File: src/rtl/reg_context_switcher_pkg.sv
// Shared definitions for the register-file context switcher.
// Holds the default widths used by the top and the port mux, and the
// sequencer state encoding.
package reg_context_switcher_pkg;

    localparam int DEF_DATA_WIDTH = 32;
    localparam int DEF_ADDR_WIDTH = 5;
    localparam int DEF_NUM_REGS   = 32;
    localparam int DEF_CTX_W      = 2;

    typedef enum logic [2:0] {
        ST_IDLE       = 3'd0,
        ST_SAVE       = 3'd1,
        ST_RESTORE_RD = 3'd2,
        ST_RESTORE_WR = 3'd3,
        ST_DONE       = 3'd4
    } state_e;

endpackage

File: src/rtl/reg_context_switcher_rf_port_mux.sv
// Selects who drives the reg_file ports.
// When idle the CPU pipeline ports pass straight through; while a swap is in
// progress the sequencer owns the write port and read port 1, and read port 2
// is parked on x0.
// Ports:
//   busy                     swap in progress (selects sequencer)
//   cpu_*                    CPU pipeline write port and read addresses
//   seq_write/seq_addr/seq_in sequencer write strobe, register index, data
//   rf_*                     reg_file write port and read addresses
module reg_context_switcher_rf_port_mux
    import reg_context_switcher_pkg::*;
#(
    parameter int DATA_WIDTH = DEF_DATA_WIDTH,
    parameter int ADDR_WIDTH = DEF_ADDR_WIDTH
) (
    input  logic                  busy,
    input  logic                  cpu_write,
    input  logic [ADDR_WIDTH-1:0] cpu_inaddress,
    input  logic [DATA_WIDTH-1:0] cpu_in,
    input  logic [ADDR_WIDTH-1:0] cpu_out1address,
    input  logic [ADDR_WIDTH-1:0] cpu_out2address,
    input  logic                  seq_write,
    input  logic [ADDR_WIDTH-1:0] seq_addr,
    input  logic [DATA_WIDTH-1:0] seq_in,
    output logic                  rf_write,
    output logic [ADDR_WIDTH-1:0] rf_inaddress,
    output logic [DATA_WIDTH-1:0] rf_in,
    output logic [ADDR_WIDTH-1:0] rf_out1address,
    output logic [ADDR_WIDTH-1:0] rf_out2address
);

    // The sequencer reads and writes through the same register index, so a
    // single seq_addr feeds both the write address and read port 1.
    always_comb begin
        rf_write       = cpu_write;
        rf_inaddress   = cpu_inaddress;
        rf_in          = cpu_in;
        rf_out1address = cpu_out1address;
        rf_out2address = cpu_out2address;
        if (busy) begin
            rf_write       = seq_write;
            rf_inaddress   = seq_addr;
            rf_in          = seq_in;
            rf_out1address = seq_addr;
            rf_out2address = '0;
        end
    end

endmodule

File: src/rtl/reg_context_switcher.sv
// Register-file context switcher.
// On an OS context switch this block saves x1..x(NUM_REGS-1) of the resident
// context to an external context memory, then restores the same registers of
// the requested context. busy stalls the pipeline for the whole swap.
// Ports:
//   clk, rst_n                 clock (rising edge), async active-low reset
//   switch_req, new_ctx        swap request and target context (IDLE only)
//   cur_ctx, busy, switch_done resident context, swap in progress, done pulse
//   cpu_*                      CPU pipeline reg_file port requests
//   rf_*                       ports toward reg_file (rf_out1 = read data 1)
//   cm_req/we/addr/wdata       context-memory request, {ctx, reg} address
//   cm_rdata, cm_ack           context-memory read data and handshake
module reg_context_switcher
    import reg_context_switcher_pkg::*;
#(
    parameter int DATA_WIDTH = DEF_DATA_WIDTH,
    parameter int ADDR_WIDTH = DEF_ADDR_WIDTH,
    parameter int NUM_REGS   = DEF_NUM_REGS,
    parameter int CTX_W      = DEF_CTX_W
) (
    input  logic                        clk,
    input  logic                        rst_n,
    input  logic                        switch_req,
    input  logic [CTX_W-1:0]            new_ctx,
    output logic [CTX_W-1:0]            cur_ctx,
    output logic                        busy,
    output logic                        switch_done,
    input  logic                        cpu_write,
    input  logic [ADDR_WIDTH-1:0]       cpu_inaddress,
    input  logic [DATA_WIDTH-1:0]       cpu_in,
    input  logic [ADDR_WIDTH-1:0]       cpu_out1address,
    input  logic [ADDR_WIDTH-1:0]       cpu_out2address,
    output logic                        rf_write,
    output logic [ADDR_WIDTH-1:0]       rf_inaddress,
    output logic [DATA_WIDTH-1:0]       rf_in,
    output logic [ADDR_WIDTH-1:0]       rf_out1address,
    output logic [ADDR_WIDTH-1:0]       rf_out2address,
    input  logic [DATA_WIDTH-1:0]       rf_out1,
    output logic                        cm_req,
    output logic                        cm_we,
    output logic [CTX_W+ADDR_WIDTH-1:0] cm_addr,
    output logic [DATA_WIDTH-1:0]       cm_wdata,
    input  logic [DATA_WIDTH-1:0]       cm_rdata,
    input  logic                        cm_ack
);

    localparam logic [ADDR_WIDTH-1:0] FIRST_IDX = ADDR_WIDTH'(1);
    localparam logic [ADDR_WIDTH-1:0] LAST_IDX  = ADDR_WIDTH'(NUM_REGS - 1);

    state_e                state_q, state_d;
    logic [ADDR_WIDTH-1:0] idx_q, idx_d;
    logic [CTX_W-1:0]      tgt_q, tgt_d;
    logic [CTX_W-1:0]      cur_ctx_q, cur_ctx_d;
    logic [DATA_WIDTH-1:0] rdata_q, rdata_d;
    logic                  seq_write;

    assign busy     = (state_q != ST_IDLE);
    assign cur_ctx  = cur_ctx_q;
    assign cm_wdata = rf_out1;

    // Sequencer state, register index, target context, restore data and
    // the resident context ID. A mid-swap reset abandons the swap outright.
    always_ff @(posedge clk or negedge rst_n) begin
        if (!rst_n) begin
            state_q   <= ST_IDLE;
            idx_q     <= FIRST_IDX;
            tgt_q     <= '0;
            cur_ctx_q <= '0;
            rdata_q   <= '0;
        end else begin
            state_q   <= state_d;
            idx_q     <= idx_d;
            tgt_q     <= tgt_d;
            cur_ctx_q <= cur_ctx_d;
            rdata_q   <= rdata_d;
        end
    end

    // Next-state and sequencer outputs. The context-memory request is a pure
    // function of state so address and write data stay put while the memory
    // withholds its ACK. idx is reloaded to 1 at each phase change and is
    // never allowed to wrap past the last register.
    always_comb begin
        state_d     = state_q;
        idx_d       = idx_q;
        tgt_d       = tgt_q;
        cur_ctx_d   = cur_ctx_q;
        rdata_d     = rdata_q;
        cm_req      = 1'b0;
        cm_we       = 1'b0;
        cm_addr     = {cur_ctx_q, idx_q};
        seq_write   = 1'b0;
        switch_done = 1'b0;
        unique case (state_q)
            ST_IDLE: begin
                if (switch_req) begin
                    tgt_d = new_ctx;
                    if (new_ctx != cur_ctx_q) begin
                        state_d = ST_SAVE;
                        idx_d   = FIRST_IDX;
                    end else begin
                        state_d = ST_DONE;
                    end
                end
            end
            ST_SAVE: begin
                cm_req  = 1'b1;
                cm_we   = 1'b1;
                cm_addr = {cur_ctx_q, idx_q};
                if (cm_ack) begin
                    if (idx_q == LAST_IDX) begin
                        state_d = ST_RESTORE_RD;
                        idx_d   = FIRST_IDX;
                    end else begin
                        idx_d = idx_q + ADDR_WIDTH'(1);
                    end
                end
            end
            ST_RESTORE_RD: begin
                cm_req  = 1'b1;
                cm_addr = {tgt_q, idx_q};
                if (cm_ack) begin
                    rdata_d = cm_rdata;
                    state_d = ST_RESTORE_WR;
                end
            end
            ST_RESTORE_WR: begin
                seq_write = 1'b1;
                if (idx_q == LAST_IDX) begin
                    state_d = ST_DONE;
                end else begin
                    idx_d   = idx_q + ADDR_WIDTH'(1);
                    state_d = ST_RESTORE_RD;
                end
            end
            ST_DONE: begin
                cur_ctx_d   = tgt_q;
                switch_done = 1'b1;
                state_d     = ST_IDLE;
            end
            default: begin
                state_d = ST_IDLE;
            end
        endcase
    end

    reg_context_switcher_rf_port_mux #(
        .DATA_WIDTH (DATA_WIDTH),
        .ADDR_WIDTH (ADDR_WIDTH)
    ) u_rf_port_mux (
        .busy            (busy),
        .cpu_write       (cpu_write),
        .cpu_inaddress   (cpu_inaddress),
        .cpu_in          (cpu_in),
        .cpu_out1address (cpu_out1address),
        .cpu_out2address (cpu_out2address),
        .seq_write       (seq_write),
        .seq_addr        (idx_q),
        .seq_in          (rdata_q),
        .rf_write        (rf_write),
        .rf_inaddress    (rf_inaddress),
        .rf_in           (rf_in),
        .rf_out1address  (rf_out1address),
        .rf_out2address  (rf_out2address)
    );

endmodule

File: config.mk
export PLATFORM = sky130hd
export DESIGN_NAME = reg_context_switcher
export DESIGN_NICKNAME = d
export VERILOG_FILES = /design/src/rtl/reg_context_switcher_pkg.sv /design/src/rtl/reg_context_switcher_rf_port_mux.sv /design/src/rtl/reg_context_switcher.sv
export SDC_FILE = /design/constraint.sdc
export NUM_CORES = 1
export LEC_CHECK = 0
export CORE_UTILIZATION = 34
export CTS_CLUSTER_SIZE = 25
export DETAILED_ROUTE_END_ITERATION = 6
export HOLD_SLACK_MARGIN = 0.03
export PLACE_DENSITY = 0.92
export SYNTH_ARGS = -nofsm -noshare
export SYNTH_HDL_FRONTEND = slang
export SYNTH_SLANG_ARGS = --single-unit
File: constraint.sdc
create_clock -name clk -period 2.4 [get_ports clk]
set_input_delay 0.36 -clock clk [delete_from_list [all_inputs] [get_ports clk]]
set_output_delay 0.36 -clock clk [all_outputs]
set_load 0.01 [all_outputs]
==> metrics <==
status complete, no violations; die area 0.00846 mm2; H-tree depth 2; number of clock sinks 44; Post-Layout Cell Count 530; vias in the first global route 2608; RSZ-0062 raised after global routing false; Gate Count Post-Synth 313; Setup crit end kind output port; drt first pass iters 4; io pins 211; cts hold-fix bufs 0; crit share post-route 95.9%; Tmin final 2.30 ns; TritonCTS clock tree yes; worst hold margin 0.145 ns; CP max FO 34; mean routed wirelength per cell 15.5 um; Via density 4.80; pin count of the biggest net entering global routing 45; Hold Vio Cnt, Final 0; antenna-violating nets left 0; pre-CTS setup slack 0.263 ns; CTS Buf Count 5; clock buffer depth 2; setup TNS 0 ns; grt ovf 0; Iteration-0 DRC Markers 45; P&R area growth vs syn 53.3%; Port Buffer Count 146; Post-Syn Area 0.00275 mm2; dpl hpwl 6420 um; core region area 0.00777 mm2; row count 32; slew margin rel. 62.0%; worst path arrival time 1.94 ns; Synth cell types 39; Req. time, crit path 2.04 ns; Yosys warning count 0; met3 WL 649 um; met2 WL post-DR 4550 um; final setup violating endpoints 0; most frequent cells in the layout 142 x clkdlybuf4s50_1, 128 x nand2_1, 43 x dfrtp_1, 27 x mux2_2, 11 x mux2_1; Synthesized Nets 434; highest metal layer with signal wires met4; pwr/cell area 735 mW/mm2; global-route wire length before repair 12800 um; Seq/Total Area, Yosys 40.1%; skew final 0.00694 ns; ys flop type dfrtp_1; #FFs+latches synth 44; Antenna Cells 0; WS Path Type reg -> out; leading cell type in the layout, fill and taps excluded clkdlybuf4s50_1; gpl congestion 0.850; CTS root buffer clkbuf_8; Worst VDD drop 0.359 mV; routed length on met1 2940 um; HP Class in -> async; Slew Viols, Final 0; EDFF count, synth 0; initial core utilization 35.4%; initial antenna violation count 0; Reg clk slew, reported paths 0.08 ns; DRC 0; layout cells sized above 1 12.6%; Setup crit start kind flip-flop; ys async rst share 100%; Die Span Y 92.0 um; vias post-DR 2544; maxcap violations 0; Least-Margin Pin Slew 0.571 ns; nets 549; final setup margin 0.0973 ns; Total Routing Usage GR 19.2%; Worst-Skew Late Latency 0.29 ns; Peak Freq 434 MHz; P_leak 2.04 nW; Die W 92.0 um; final wirelength 8220 um; Synth Area per Inst 8.79 um2; Final Power 0.00310 W; placed insts 520
==> power by group <==
part / internal (W) / switching (W)
Sequential: 0.000882 / 0.000123
Clock: 0.000198 / 0.000236
Combinational: 0.000931 / 0.000727
Total: 0.00201 / 0.00109
==> synthesized netlist by cell type (4+ instances only) <==
| cell type | n | share of area, % |
|---|---|---|
| nand2_1 | 128 | 17 |
| dfrtp_1 | 43 | 39 |
| buf_4 | 35 | 9.5 |
| mux2_2 | 27 | 11 |
| mux2_1 | 11 | 4.5 |
| buf_2 | 9 | 1.6 |
| and2_1 | 6 | 1.4 |
| nor2_1 | 6 | 0.82 |
| o31ai_1 | 4 | 1.1 |
==> per-stage QoR <==
step           utilization [%]  instance area, um2
3_3_place_gp              52.5                4080
2_1_floorplan                -                2750
4_1_cts                   53.7                4170
6_report                  54.3                4220
5_1_grt                   54.3                4220
3_5_place_dp              52.5                4080
==> path summary, 6_finish.rpt <==
kind                        startpoint                 to  slack, ns  cells after the start
max                         state_q[0]  rf_out2address[0]        0.1                      4
min                              rst_n           idx_q[2]       0.15                      2
max reg2reg                   idx_q[0]           idx_q[3]       0.25                      7
min reg2reg                rdata_q[16]        rdata_q[16]       0.50                      1
max in group asynchronous        rst_n         rdata_q[2]       1.86                      2
min in group clk           rdata_q[16]        rdata_q[16]       0.50                      1
==> sequential cells by signal, indices dropped and copies added (netlist names) <==
name and count:
rdata_q 32, cur_ctx 2, tgt_q 2, idx_q 5, state_q 3
==> critical path, stage by stage, from the launching register on <==
cell and delay (ns):
dfrtp_1 0.42, nor3_4 0.27, buf_12 0.21, and2_1 0.15
clkdlybuf4s50_1 0.59
==> routing by layer <==
metal | vias to the layer above | track usage [%]
li1 | 1208 | -
met1 | 1211 | 20.7
met5 | - | 0
met4 | 0 | 3.91
met3 | 7 | 4.31
met2 | 118 | 37.9
==> logic make-up (layout without fill, tap and decap cells) <==
group	count (synthesis)	in the layout	share of synthesized area, %
adder cells (fa/ha/maj)	3	3	1.36
buffers and inverters	52	167	12.6
flip-flops	44	44	40.1
AND/OR/NAND/NOR	154	154	23.3
XOR/XNOR	3	3	0.955
AO/OA/AOI/OAI	18	18	5.64
multiplexers	39	39	16.1
==> repair_timing <==
action / in CTS / in global routing
gates resized for setup: 5 / 7
pin swaps: 0 / 1
setup buffers: 0 / 3
endpoints found under the setup margin: 18 / 43
==> layout make-up <==
cell class                      count  area [um2]
Timing Repair Buffer              156        1570
Multi-Input combinational cell    217        1320
Fill cell                         700        3550
Tap cell                          102         128
Sequential cell                    44        1100
Clock inverter                      1        5.00
Inverter                            4        22.5
Clock buffer                        6        72.6
Power figures use the tool's default switching activity.
